**config.mk**
```make
export PLATFORM = sky130hd
export DESIGN_NAME = draw_rect_ctl_flat
export DESIGN_NICKNAME = d
export VERILOG_FILES = /design/src/rtl/draw_rect_ctl_if.sv /design/src/rtl/draw_rect_ctl.sv /design/src/flat_wrapper.sv
export SDC_FILE = /design/constraint.sdc
export NUM_CORES = 1
export LEC_CHECK = 0
export BUFFER_PORTS_ARGS = -buffer_cell sky130_fd_sc_hd__buf_2
export CAP_MARGIN = 20
export CORE_MARGIN = 1.5
export CORE_UTILIZATION = 27
export CTS_CLUSTER_DIAMETER = 120
export DETAILED_ROUTE_END_ITERATION = 12
export SLEW_MARGIN = 20
export SYNTH_ARGS = -nofsm -noshare
export SYNTH_HDL_FRONTEND = slang
export SYNTH_SLANG_ARGS = --single-unit
export TNS_END_PERCENT = 1
```
**constraint.sdc**
```tcl
create_clock -name clk65MHz -period 7.5 [get_ports clk65MHz]
set_input_delay 0.75 -clock clk65MHz [delete_from_list [all_inputs] [get_ports clk65MHz]]
set_output_delay 0.75 -clock clk65MHz [all_outputs]
set_load 0.05 [all_outputs]
```
**src/rtl/draw_rect_ctl_if.sv**
```systemverilog
// VGA pixel stream: timing counters, sync/blank strobes and RGB444 colour.
interface vga_if;
    logic [10:0] hcount;
    logic        hsync;
    logic        hblnk;
    logic [10:0] vcount;
    logic        vsync;
    logic        vblnk;
    logic [11:0] rgb;

    modport in  (input  hcount, hsync, hblnk, vcount, vsync, vblnk, rgb);
    modport out (output hcount, hsync, hblnk, vcount, vsync, vblnk, rgb);
endinterface

```
**src/rtl/draw_rect_ctl.sv**
```systemverilog
// Pong paddle controller: per-frame paddle position update and paddle overlay
// onto the background pixel stream with a one-clock pipeline delay.
module draw_rect_ctl #(
    parameter int unsigned x_fix_position_player_1 = 32,
    parameter int unsigned x_fix_position_player_2 = 976,
    parameter int unsigned width                   = 16,
    parameter int unsigned height                  = 128,
    parameter logic [11:0] color                   = 12'hFFF
) (
    input  logic        clk65MHz,
    input  logic        rst,
    input  logic [11:0] mouse_ypos,
    input  logic        screen_idle,
    input  logic        screen_single,
    input  logic [9:0]  input_pos,
    output logic [9:0]  output_pos,
    vga_if.in           draw_bg_if,
    vga_if.out          draw_rect_if
);

    localparam int unsigned SCREEN_H = 768;
    localparam int unsigned MAX_Y    = (height >= SCREEN_H) ? 0 : SCREEN_H - height;
    localparam int unsigned RST_Y    = MAX_Y / 2;
    localparam int unsigned CW       = 13;
    localparam int unsigned AI_STEP  = 2;

    typedef enum logic [1:0] {
        MODE_IDLE,
        MODE_SINGLE,
        MODE_MULTI
    } mode_e;

    mode_e       mode_c;
    logic        vblnk_rise_c;
    logic [9:0]  p1_tgt_c, p2_tgt_c, p2_step_c, p2_diff_c;
    logic        in_p1_c, in_p2_c;
    logic [CW-1:0] hc_c, vc_c;

    logic [9:0]  p1_y_q, p1_y_d;
    logic [9:0]  p2_y_q, p2_y_d;
    logic [10:0] hcount_q, hcount_d;
    logic [10:0] vcount_q, vcount_d;
    logic        hsync_q, hsync_d;
    logic        hblnk_q, hblnk_d;
    logic        vsync_q, vsync_d;
    logic        vblnk_q, vblnk_d;
    logic [11:0] rgb_q, rgb_d;

    // Mode decode, clamped targets and the rate-limited AI step toward target.
    always_comb begin
        mode_c = MODE_MULTI;
        if (screen_idle)        mode_c = MODE_IDLE;
        else if (screen_single) mode_c = MODE_SINGLE;

        vblnk_rise_c = draw_bg_if.vblnk & ~vblnk_q;

        p1_tgt_c = (mouse_ypos > 12'(MAX_Y)) ? 10'(MAX_Y) : mouse_ypos[9:0];
        p2_tgt_c = ({2'b00, input_pos} > 12'(MAX_Y)) ? 10'(MAX_Y) : input_pos;

        p2_diff_c = 10'd0;
        p2_step_c = p2_y_q;
        if (p2_y_q < p2_tgt_c) begin
            p2_diff_c = p2_tgt_c - p2_y_q;
            p2_step_c = p2_y_q + ((p2_diff_c > 10'(AI_STEP)) ? 10'(AI_STEP) : p2_diff_c);
        end else if (p2_y_q > p2_tgt_c) begin
            p2_diff_c = p2_y_q - p2_tgt_c;
            p2_step_c = p2_y_q - ((p2_diff_c > 10'(AI_STEP)) ? 10'(AI_STEP) : p2_diff_c);
        end
    end

    // Paddle hit test in widened arithmetic so x+width / y+height cannot wrap.
    always_comb begin
        hc_c = CW'(draw_bg_if.hcount);
        vc_c = CW'(draw_bg_if.vcount);
        in_p1_c = (hc_c >= CW'(x_fix_position_player_1)) &&
                  (hc_c <  CW'(x_fix_position_player_1 + width)) &&
                  (vc_c >= CW'(p1_y_q)) &&
                  (vc_c <  CW'(p1_y_q) + CW'(height));
        in_p2_c = (hc_c >= CW'(x_fix_position_player_2)) &&
                  (hc_c <  CW'(x_fix_position_player_2 + width)) &&
                  (vc_c >= CW'(p2_y_q)) &&
                  (vc_c <  CW'(p2_y_q) + CW'(height));
    end

    // Next-state for positions and the delayed pixel stream.
    always_comb begin
        p1_y_d   = p1_y_q;
        p2_y_d   = p2_y_q;
        hcount_d = draw_bg_if.hcount;
        vcount_d = draw_bg_if.vcount;
        hsync_d  = draw_bg_if.hsync;
        hblnk_d  = draw_bg_if.hblnk;
        vsync_d  = draw_bg_if.vsync;
        vblnk_d  = draw_bg_if.vblnk;
        rgb_d    = draw_bg_if.rgb;

        if (vblnk_rise_c && (mode_c != MODE_IDLE)) begin
            p1_y_d = p1_tgt_c;
            p2_y_d = (mode_c == MODE_SINGLE) ? p2_step_c : p2_tgt_c;
        end

        if ((mode_c != MODE_IDLE) && !draw_bg_if.hblnk && !draw_bg_if.vblnk &&
            (in_p1_c || in_p2_c))
            rgb_d = color;
    end

    always_ff @(posedge clk65MHz) begin
        if (rst) begin
            p1_y_q   <= 10'(RST_Y);
            p2_y_q   <= 10'(RST_Y);
            hcount_q <= '0;
            vcount_q <= '0;
            hsync_q  <= 1'b0;
            hblnk_q  <= 1'b0;
            vsync_q  <= 1'b0;
            vblnk_q  <= 1'b0;
            rgb_q    <= '0;
        end else begin
            p1_y_q   <= p1_y_d;
            p2_y_q   <= p2_y_d;
            hcount_q <= hcount_d;
            vcount_q <= vcount_d;
            hsync_q  <= hsync_d;
            hblnk_q  <= hblnk_d;
            vsync_q  <= vsync_d;
            vblnk_q  <= vblnk_d;
            rgb_q    <= rgb_d;
        end
    end

    assign output_pos          = p1_y_q;
    assign draw_rect_if.hcount = hcount_q;
    assign draw_rect_if.vcount = vcount_q;
    assign draw_rect_if.hsync  = hsync_q;
    assign draw_rect_if.hblnk  = hblnk_q;
    assign draw_rect_if.vsync  = vsync_q;
    assign draw_rect_if.vblnk  = vblnk_q;
    assign draw_rect_if.rgb    = rgb_q;

endmodule

```
**src/flat_wrapper.sv**
```systemverilog
// flat-port wrapper written by rule: the top's interface ports become plain ports
module draw_rect_ctl_flat 
#(
    parameter int unsigned x_fix_position_player_1 = 32,
    parameter int unsigned x_fix_position_player_2 = 976,
    parameter int unsigned width                   = 16,
    parameter int unsigned height                  = 128,
    parameter logic [11:0] color                   = 12'hFFF
)
  (clk65MHz, rst, mouse_ypos, screen_idle, screen_single, input_pos, output_pos, draw_bg_if_hcount, draw_bg_if_hsync, draw_bg_if_hblnk, draw_bg_if_vcount, draw_bg_if_vsync, draw_bg_if_vblnk, draw_bg_if_rgb, draw_rect_if_hcount, draw_rect_if_hsync, draw_rect_if_hblnk, draw_rect_if_vcount, draw_rect_if_vsync, draw_rect_if_vblnk, draw_rect_if_rgb);
  vga_if draw_bg_if_i ();
  vga_if draw_rect_if_i ();
  input  logic clk65MHz;
  input  logic rst;
  input  logic [11:0] mouse_ypos;
  input  logic screen_idle;
  input  logic screen_single;
  input  logic [9:0] input_pos;
  output logic [9:0] output_pos;
  input wire logic [$bits(draw_bg_if_i.hcount)-1:0] draw_bg_if_hcount;
  input wire logic [$bits(draw_bg_if_i.hsync)-1:0] draw_bg_if_hsync;
  input wire logic [$bits(draw_bg_if_i.hblnk)-1:0] draw_bg_if_hblnk;
  input wire logic [$bits(draw_bg_if_i.vcount)-1:0] draw_bg_if_vcount;
  input wire logic [$bits(draw_bg_if_i.vsync)-1:0] draw_bg_if_vsync;
  input wire logic [$bits(draw_bg_if_i.vblnk)-1:0] draw_bg_if_vblnk;
  input wire logic [$bits(draw_bg_if_i.rgb)-1:0] draw_bg_if_rgb;
  output wire logic [$bits(draw_rect_if_i.hcount)-1:0] draw_rect_if_hcount;
  output wire logic [$bits(draw_rect_if_i.hsync)-1:0] draw_rect_if_hsync;
  output wire logic [$bits(draw_rect_if_i.hblnk)-1:0] draw_rect_if_hblnk;
  output wire logic [$bits(draw_rect_if_i.vcount)-1:0] draw_rect_if_vcount;
  output wire logic [$bits(draw_rect_if_i.vsync)-1:0] draw_rect_if_vsync;
  output wire logic [$bits(draw_rect_if_i.vblnk)-1:0] draw_rect_if_vblnk;
  output wire logic [$bits(draw_rect_if_i.rgb)-1:0] draw_rect_if_rgb;
  assign draw_bg_if_i.hcount = draw_bg_if_hcount;
  assign draw_bg_if_i.hsync = draw_bg_if_hsync;
  assign draw_bg_if_i.hblnk = draw_bg_if_hblnk;
  assign draw_bg_if_i.vcount = draw_bg_if_vcount;
  assign draw_bg_if_i.vsync = draw_bg_if_vsync;
  assign draw_bg_if_i.vblnk = draw_bg_if_vblnk;
  assign draw_bg_if_i.rgb = draw_bg_if_rgb;
  assign draw_rect_if_hcount = draw_rect_if_i.hcount;
  assign draw_rect_if_hsync = draw_rect_if_i.hsync;
  assign draw_rect_if_hblnk = draw_rect_if_i.hblnk;
  assign draw_rect_if_vcount = draw_rect_if_i.vcount;
  assign draw_rect_if_vsync = draw_rect_if_i.vsync;
  assign draw_rect_if_vblnk = draw_rect_if_i.vblnk;
  assign draw_rect_if_rgb = draw_rect_if_i.rgb;
  draw_rect_ctl #(.x_fix_position_player_1(x_fix_position_player_1), .x_fix_position_player_2(x_fix_position_player_2), .width(width), .height(height), .color(color)) u_core (.clk65MHz(clk65MHz), .rst(rst), .mouse_ypos(mouse_ypos), .screen_idle(screen_idle), .screen_single(screen_single), .input_pos(input_pos), .output_pos(output_pos), .draw_bg_if(draw_bg_if_i), .draw_rect_if(draw_rect_if_i));
endmodule
```
## Word-level counts from Yosys, hierarchy flattened

Index checks and enable logic that the tools add are counted.

- $lt $le $gt $ge: 14
- Bitwise operators: 2
- Eq/ne operators: 2
- Mux-type cells: 10
- Reduce and logical (&&, ||, !) cells: 15
- Add/sub/neg operators: 6

Operator list:

| kind | number |
|---|---|
| 10-bit 2-to-1 mux | 7 |
| 10-bit subtractor | 3 |
| 11-bit by 13-bit less-than comparator with 1-bit output | 2 |
| 10-bit by 8-bit adder with 11-bit output, second input constant | 2 |
| 11-bit by 10-bit greater-or-equal comparator with 1-bit output | 2 |
| 10-bit by 2-bit greater-than comparator with 1-bit output, second input constant | 2 |
| 12-bit by 10-bit greater-than comparator with 1-bit output, second input constant | 1 |
| 12-bit 2-to-1 mux | 1 |
| 11-bit by 10-bit greater-or-equal comparator with 1-bit output, second input constant | 1 |
| 11-bit by 6-bit greater-or-equal comparator with 1-bit output, second input constant | 1 |
| 11-bit by 10-bit less-than comparator with 1-bit output, second input constant | 1 |
| 11-bit by 6-bit less-than comparator with 1-bit output, second input constant | 1 |
| 10-bit adder | 1 |
| 10-bit greater-than comparator | 1 |
| 10-bit greater-than comparator, second input constant | 1 |
| 1-bit logical AND | 10 |
| 10-bit less-than comparator | 1 |
| 2-bit 2-to-1 mux | 2 |
| 3-bit by 1-bit != test with 1-bit output, second input constant | 1 |
| 2-bit by 1-bit equality test with 1-bit output, second input constant | 1 |
| 1-bit zero test | 2 |
| 2-bit AND reduction | 1 |
| 2-bit nonzero test | 1 |
| 1-bit bitwise AND | 1 |
| 2 further kinds | 2 |

- Flip-flop bits (word level): 58
- Input port bits: 64

## Logic depth before layout (Yosys ltp)

Gate-level depths: netlist of run 1.

- Depth in word-level cells: 9
- Gate-level depth with buffers: 25

## Least setup slack after synthesis of run 1

Ideal clock, no wire load.

- Kind: input-to-reg
- Start: in input_pos[3]
- End: reg u_core.p2_y_q[8]
- Setup slack: 2.254 ns
- Stages on the path: 24
- Path buffers: 0
- Library setup time: 0.123 ns
- Arrival: 5.123 ns
- Data required time: 7.377 ns
- Path through: nor4_1 a21boi_0 o21ai_1 nand2_1 inv_1 ha_1 inv_1 fa_1 a21o_1 a21oi_1 mux2_2 a2111oi_0 nand4_1 a21oi_1 ha_1 inv_1 fa_1 a21o_1 a21oi_1 o21bai_1 o41a_1 xor2_1 o21ai_0 o21ai_0

- Longest elaborated chain between the ends: 9
- Elaborated cells on any way between the ends: 17
- Classes of those cells: add/sub: 4; order compare: 5; eq/ne: 1; mux: 6; reduce/logical: 1

Ends and longest elaborated chain:

| what | RTL line | RTL |
|---|---|---|
| start, declared | flat_wrapper.sv:18 | `input logic [9:0] input_pos;` |
| 10-bit greater-than comparator | draw_rect_ctl.sv:58 | `p2_tgt_c = ({2'b00, input_pos} > 12'(MAX_Y)) ? 10'(MAX_Y) : input_pos;` |
| 10-bit 2-to-1 mux * | draw_rect_ctl.sv:58 |  |
| 10-bit subtractor | draw_rect_ctl.sv:66 | `p2_diff_c = p2_y_q - p2_tgt_c;` |
| 10-bit by 2-bit greater-than comparator with 1-bit output | draw_rect_ctl.sv:67 | `p2_step_c = p2_y_q - ((p2_diff_c > 10'(AI_STEP)) ? 10'(AI_STEP) : p2_diff_c);` |
| 10-bit 2-to-1 mux | draw_rect_ctl.sv:67 |  |
| 10-bit subtractor | draw_rect_ctl.sv:67 |  |
| 10-bit 2-to-1 mux | draw_rect_ctl.sv:65 | `end else if (p2_y_q > p2_tgt_c) begin` |
| 10-bit 2-to-1 mux | draw_rect_ctl.sv:62 | `if (p2_y_q < p2_tgt_c) begin` |
| 10-bit 2-to-1 mux | draw_rect_ctl.sv:99 | `p2_y_d = (mode_c == MODE_SINGLE) ? p2_step_c : p2_tgt_c;` |
| end signal, assigned | draw_rect_ctl.sv:110 | `p2_y_q <= 10'(RST_Y);` |
| end signal, assigned | draw_rect_ctl.sv:120 | `p2_y_q <= p2_y_d;` |
| end, declared | draw_rect_ctl.sv:40 | `logic [9:0] p2_y_q, p2_y_d;` |

Every way passes the cells marked *; elsewhere a longest branch is shown, timed or not. The select of a mux whose other input is x is not followed.
A chain may end at the register's enable or synchronous reset.

## Worst setup path in the final report of run 1

Ends and elaborated chain as after synthesis.

==> results of run 1 <==
kinds of logic after synthesis:
| kind of cell | Yosys count | share of synthesized area |
|---|---|---|
| AO/OA/AOI/OAI | 143 | 0.228 |
| XOR/XNOR | 15 | 0.0332 |
| adder cells (fa/ha/maj) | 62 | 0.191 |
| buffers and inverters | 81 | 0.0774 |
| flip-flops | 58 | 0.277 |
| multiplexers | 3 | 0.00747 |
| AND/OR/NAND/NOR | 145 | 0.186 |
power breakdown:
| group | internal [mW] | leakage (nW) | switching, mW |
|---|---|---|---|
| combinational | 0.118 | 1.84 | 0.197 |
| clock | 0.327 | 0.170 | 0.163 |
| sequential | 0.324 | 0.480 | 0.0103 |
| total | 0.770 | 2.49 | 0.371 |
registers in the layout, summed over array words and instances (netlist names), 10 cells and up:
register	flops
u_core.draw_rect_if.vcount	11
u_core.p2_y_q	10
u_core.draw_rect_if.rgb	12
u_core.draw_rect_if.hcount	11
u_core.output_pos	10
per-layer routing:
layer,wire (um),global-route usage,up-vias
li1,-,-,2002
met1,5130,0.170,1801
met2,5530,0.241,94
met3,487,0.0239,16
met4,243,0.0535,0
met5,0,0,-
final timing paths:
path	startpoint	to	cells after the start
max	input_pos[3]	u_core.p2_y_q[8]	25
min	u_core.output_pos[6]	u_core.output_pos[6]	1
max reg2reg	u_core.p2_y_q[1]	u_core.p2_y_q[8]	18
min reg2reg	u_core.output_pos[6]	u_core.output_pos[6]	1
final cells by class:
cell class	instances	area, um2
flip-flops and latches	58	1160
repair buffers	111	556
multi-input cells	368	2700
clock inverters	7	125
well taps	188	235
inverters	62	233
clock buffers	9	225
fillers	1586	9910
per-stage QoR:
stage	power [mW]	setup WS, ns	area, um2
6_report	1.14	1.92	5240
5_1_grt	1.20	1.27	5240
4_1_cts	1.15	1.96	5240
2_1_floorplan	0.576	2.25	4190
3_3_place_gp	0.654	1.61	4890
3_5_place_dp	0.654	1.61	4890
Yosys cell counts (all sizes together) (2+ instances only):
cell and instances:
a2111oi 2, a211o 3, a211oi 10, a21o 10
a21oi 34, a221o 2, a221oi 3, a22oi 6
a311oi 3, a31o 2, a31oi 4, and3 2
buf 6, clkbuf 13, dfxtp 58, fa 3
ha 59, inv 62, mux2i 2, nand2 28
nand2b 6, nand3 9, nand4 6, nand4b 3
nor2 33, nor2b 29, nor3 8, nor4 9
o2111ai 3, o211ai 6, o21a 4, o21ai 35
o21bai 6, o31ai 2, or2 4, or3 3
xnor2 8, xor2 7
==> out/qor.yml, run 1 <==
yosys:
  synthTopCellsByArea: "dfxtp_1 28%, ha_1 18%, inv_1 5.5%, nor2b_1 4.3%, o21ai_0 3.7%"
  synth_edf_count: 0
  yosysTopAreaCellShare: 0.277
  synth-main-ff-cell: "dfxtp_1"
  syn_avg_cell_area_um2: 8.26
  syn_nets: 633
  ys_seq_area_frac: 0.277
  postSynthCellCount: 507
  synth.distinct_cells: 60
  yosysWarnings: 0
  synth_seq_cells: 58
  synthArstFlopShare: 0
  yosys.area.top_type: "dfxtp_1"
  syn-cell-area_um2: 4190
sta:
  finalHoldViolCount: 0
  max_freq_ghz: 0.179
  finClkSkew_ns: 0.00816
  final.period_utilization: 0.745
  fin_crit_ns: 5.58
  whs_ns: 0.531
  finalMaxSlewViolations: 0
  finalSetupViolCount: 0
  rsz0062_at_grt: "false"
  maxSlewHeadroom: 0.299
  tightestPinTransition_ns: 1.05
  setup_tns_ns: 0
critical_path:
  arrival_ns: 5.80
  crit_type: "in -> reg"
  worst_setup_path_end_kind: "flop"
  max_stage_delay_ns: 0.41
  cp_slowest_cell: "fa_1"
  critPathLaunchType: "primary input"
  rrSetupSlack_ns: 2.68
  cp_max_fo: 7
  cpLargestDelayFamily: "compound AO/OA/AOI/OAI gates"
  critPathBufInv: 4
  worstPathRequired_ns: 7.71
floorplanning:
  coreArea_um2: 15100
  num_rows: 45
  fp.dieW_um: 128
  num_io_pins: 112
  start_util: 0.276
  die_area_um2: 16300
  dieHeight_um: 128
cells_and_area:
  layout-drive-gt1-share: 0.237
  areaGrowthSynthToFinish_pct: 25.1
  final_cells: 803
  antenna_cells: 0
  fin_util: 0.346
  final_cell_mix: "111 x buf_2, 61 x inv_1, 59 x ha_1"
  final_common_cell: "buf_2"
  fin_nets: 736
clock_tree:
  root_buffer: "clkbuf_16"
  htree_levels: 3
  cts_buffers: 9
  post_cts_buffers: 0
  clkLatencyLatePin_ns: 0.34
  clk_path_buf_depth: 2
  clk_pin_slew_worst_paths_ns: 0.06
  tritoncts: "done"
  cts_sinks: 58
  cts_hold_buf: 0
  cts.repair.resized: 0
drt:
  wl_per_cell_um: 14.2
  ant_nets: 0
  dr.pass1.iters: 4
  drt_iter0_drc: 213
  postRouteWirelength_um: 11400
  vias: 3913
  viasPerCell: 4.87
  drc_errors: 0
power_and_ir_drop:
  vdd_ir_drop_max_mv: 0.0923
  power_leakage_nw: 2.49
  powerDensity_nw_per_um2: 218
grt:
  first_global_vias: 3708
  antenna_found_initial: 0
  gr-usage-all-layers: 0.138
  grt_max_degree: 59
  globalRouteOverflowTotal: 0
  grt_pass1_wl_um: 18000
placed_design:
  dp_hpwl_um: 8890
  place.gp.congestion: 0.900
  dpl.cell_count: 787
  port_buffers: 111
min_path:
  min_path_type: "reg -> reg"
outcome:
  status: "finished clean"
run:
  maxCapViolCount: 0
(Power assumes the default switching activity.)
==> run 2: changes to the inputs <==
- clock period: 7.5 -> 4.7 ns (I/O delays scaled with it)
==> run 2 against run 1 <==
The run now ends with negative setup slack left. Via count rose by 7.9%. Highest routed layer unchanged. Hold slack got worse by 0.18 ns. Critical path depth fell by 2. Utilization increased by 5.3 points. Critical path type unchanged. Die area unchanged. Wire length is 7.3% higher.
==> out/qor.yml, run 2 (synthesis gave the netlist of run 1 again) <==
sta:
  maxSlewHeadroom: 0.424  # was 0.299
  setup_tns_ns: -0.230  # was 0 ns
  finalMaxSlewViolations: 0  # unchanged
  final.period_utilization: 1.03
  fin_crit_ns: 4.83
  finClkSkew_ns: 0.00543  # was 0.00816 ns
  whs_ns: 0.348  # was 0.531 ns
  setup_ws_ns: -0.129  # was 1.92 ns
  tightestPinTransition_ns: 0.861  # was 1.05 ns
  finalHoldViolCount: 0  # unchanged
  max_freq_ghz: 0.207
  rsz0062_at_grt: "true"  # was false
  finalSetupViolCount: 3  # was 0
clock_tree:
  tritoncts: "done"  # unchanged
  htree_levels: 3  # unchanged
  root_buffer: "clkbuf_16"  # unchanged
  clk_path_buf_depth: 2  # unchanged
  clkLatencyLatePin_ns: 0.33  # was 0.34 ns
  cts_hold_buf: 0  # unchanged
  cts_buffers: 9  # unchanged
  clk_pin_slew_worst_paths_ns: 0.05  # was 0.06 ns
  cts_sinks: 58  # unchanged
critical_path:
  arrival_ns: 5.05  # was 5.80 ns
  max_stage_delay_ns: 0.43  # was 0.41 ns
  crit_type: "in -> reg"  # unchanged
  worst_setup_path_end_kind: "flop"  # unchanged
  cp_slowest_cell: "fa_1"  # unchanged
  worstPathRequired_ns: 4.92  # was 7.71 ns
  critPathLaunchType: "primary input"  # unchanged
  reg2regPathDepth: 19  # was 18
  path_cells: "buf_2, nor4_4, a21boi_2, o21ai_4, nand2_2, ha_4, inv_1, fa_1, a311oi_2, o21ai_1, or3_4, nor4_4, nand2_1, ha_2, or2_2, ha_4, o21a_1, o21ai_0, a31o_2, a211oi_2, nand4b_1, a21o_1, o211a_1"
  cp_max_fo: 7  # unchanged
cells_and_area:
  areaGrowthSynthToFinish_pct: 44.4  # was 25.1%
  final_common_cell: "buf_2"  # unchanged
  final_cell_mix: "111 x buf_2, 86 x buf_4, 61 x inv_1"  # was 111 x buf_2, 61 x inv_1, 59 x ha_1
  fin_nets: 822  # was 736
  final_cells: 889  # was 803
  fin_util: 0.399  # was 0.346
  largest_register_ff_count: 12  # unchanged
  layout-drive-gt1-share: 0.362  # was 0.237
  antenna_cells: 0  # unchanged
  fin_area_um2: 6040  # was 5240 um2
floorplanning:
  num_io_pins: 112  # unchanged
  start_util: 0.276  # unchanged
  coreArea_um2: 15100  # unchanged
  num_rows: 45  # unchanged
  dieHeight_um: 128  # unchanged
  fp.dieW_um: 128  # unchanged
  die_area_um2: 16300  # unchanged
drt:
  top_layer: "met4"  # unchanged
  wl_per_cell_um: 13.8  # was 14.2 um
  wl_met1_um: 5970  # was 5130 um
  viasPerCell: 4.75  # was 4.87
  postRouteWirelength_um: 12200  # was 11400 um
  vias: 4223  # was 3913
  wl_met2_um: 5600  # was 5530 um
  dr.pass1.iters: 4  # unchanged
  ant_nets: 0  # unchanged
  drc_errors: 0  # unchanged
  dr_wl_met3_um: 551  # was 487 um
  drt_iter0_drc: 134  # was 213
grt:
  antenna_found_initial: 0  # unchanged
  globalRouteOverflowTotal: 0  # unchanged
  grt_max_degree: 32  # was 59
  grt_pass1_wl_um: 19500  # was 18000 um
  gr-usage-all-layers: 0.152  # was 0.138
  first_global_vias: 3964  # was 3708
min_path:
  min_path_cells: 2  # was 1
  min_path_type: "in -> reg"  # was reg -> reg
power_and_ir_drop:
  p_comb_frac: 0.329  # was 0.276
  vdd_ir_drop_max_mv: 0.158  # was 0.0923 mV
  powerDensity_nw_per_um2: 321  # was 218 nW/um2
  internal-power_mw: 1.35  # was 0.770 mW
  seqPwrFrac: 0.274  # was 0.294
  p_sw_frac: 0.307  # was 0.325
  power_leakage_nw: 2.92  # was 2.49 nW
  p_clk_frac: 0.396  # was 0.430
  power_switching_mw: 0.596  # was 0.371 mW
  power_mw: 1.94  # was 1.14 mW
outcome:
  violations: "negative setup slack"
  status: "finished, violations left"  # was finished clean
placed_design:
  dp_slack_ns: -0.558  # was 1.61 ns
  dpl.cell_count: 870  # was 787
  dp_hpwl_um: 9860  # was 8890 um
  port_buffers: 111  # unchanged
  placed_area_um2: 5570  # was 4890 um2
  place.gp.congestion: 0.872  # was 0.900
run:
  maxCapViolCount: 0  # unchanged
==> run 2: area by class of cell <==
class / count / area (um2)
clock inverter: 5 / 100
fill: 1543 / 9100
sequential: 58 / 1160
inverter: 62 / 233
timing repair buffer: 197 / 1200
tap: 188 / 235
multi-input combinational: 368 / 2860
clock buffer: 11 / 253
==> run 2: what timing repair did <==
action,in CTS,in global routing
gates resized for setup,9,13
buffers inserted,0,3
gates cloned,0,0
endpoints found under the setup margin,5,7
pin swaps,13,14
==> run 2: power groups by stage <==
stage          Clock, mW  Sequential (mW)  Combinational (mW)
2_1_floorplan          0            0.614               0.320
3_3_place_gp           0            0.543               0.615
3_5_place_dp           0            0.544               0.618
4_1_cts            0.789            0.533               0.626
5_1_grt            0.810            0.536               0.704
6_report           0.770            0.533               0.639
==> run 2: metal layers <==
layer | track usage | vias up
met5 | 0 | -
met4 | 0.0441 | 0
met1 | 0.202 | 1946
met2 | 0.250 | 95
met3 | 0.0268 | 8
li1 | - | 2174
==> run 2: final timing paths <==
check	from	endpoint	slack, ns
hold / removal	draw_bg_if_hcount[0]	u_core.draw_rect_if.hcount[0]	0.35
setup reg to reg	u_core.p2_y_q[0]	u_core.p2_y_q[9]	0.30
setup / recovery	input_pos[6]	u_core.p2_y_q[9]	-0.13
hold reg to reg	u_core.output_pos[6]	u_core.output_pos[6]	0.54
==> run 2: worst max-delay path, delay by kind of cell <==
kind                     cells  cell delay, ns
AO/OA/AOI/OAI               10            1.60
adder cells (fa/ha/maj)      4            1.08
buffers and inverters        2            0.18
AND/OR/NAND/NOR              7            1.71
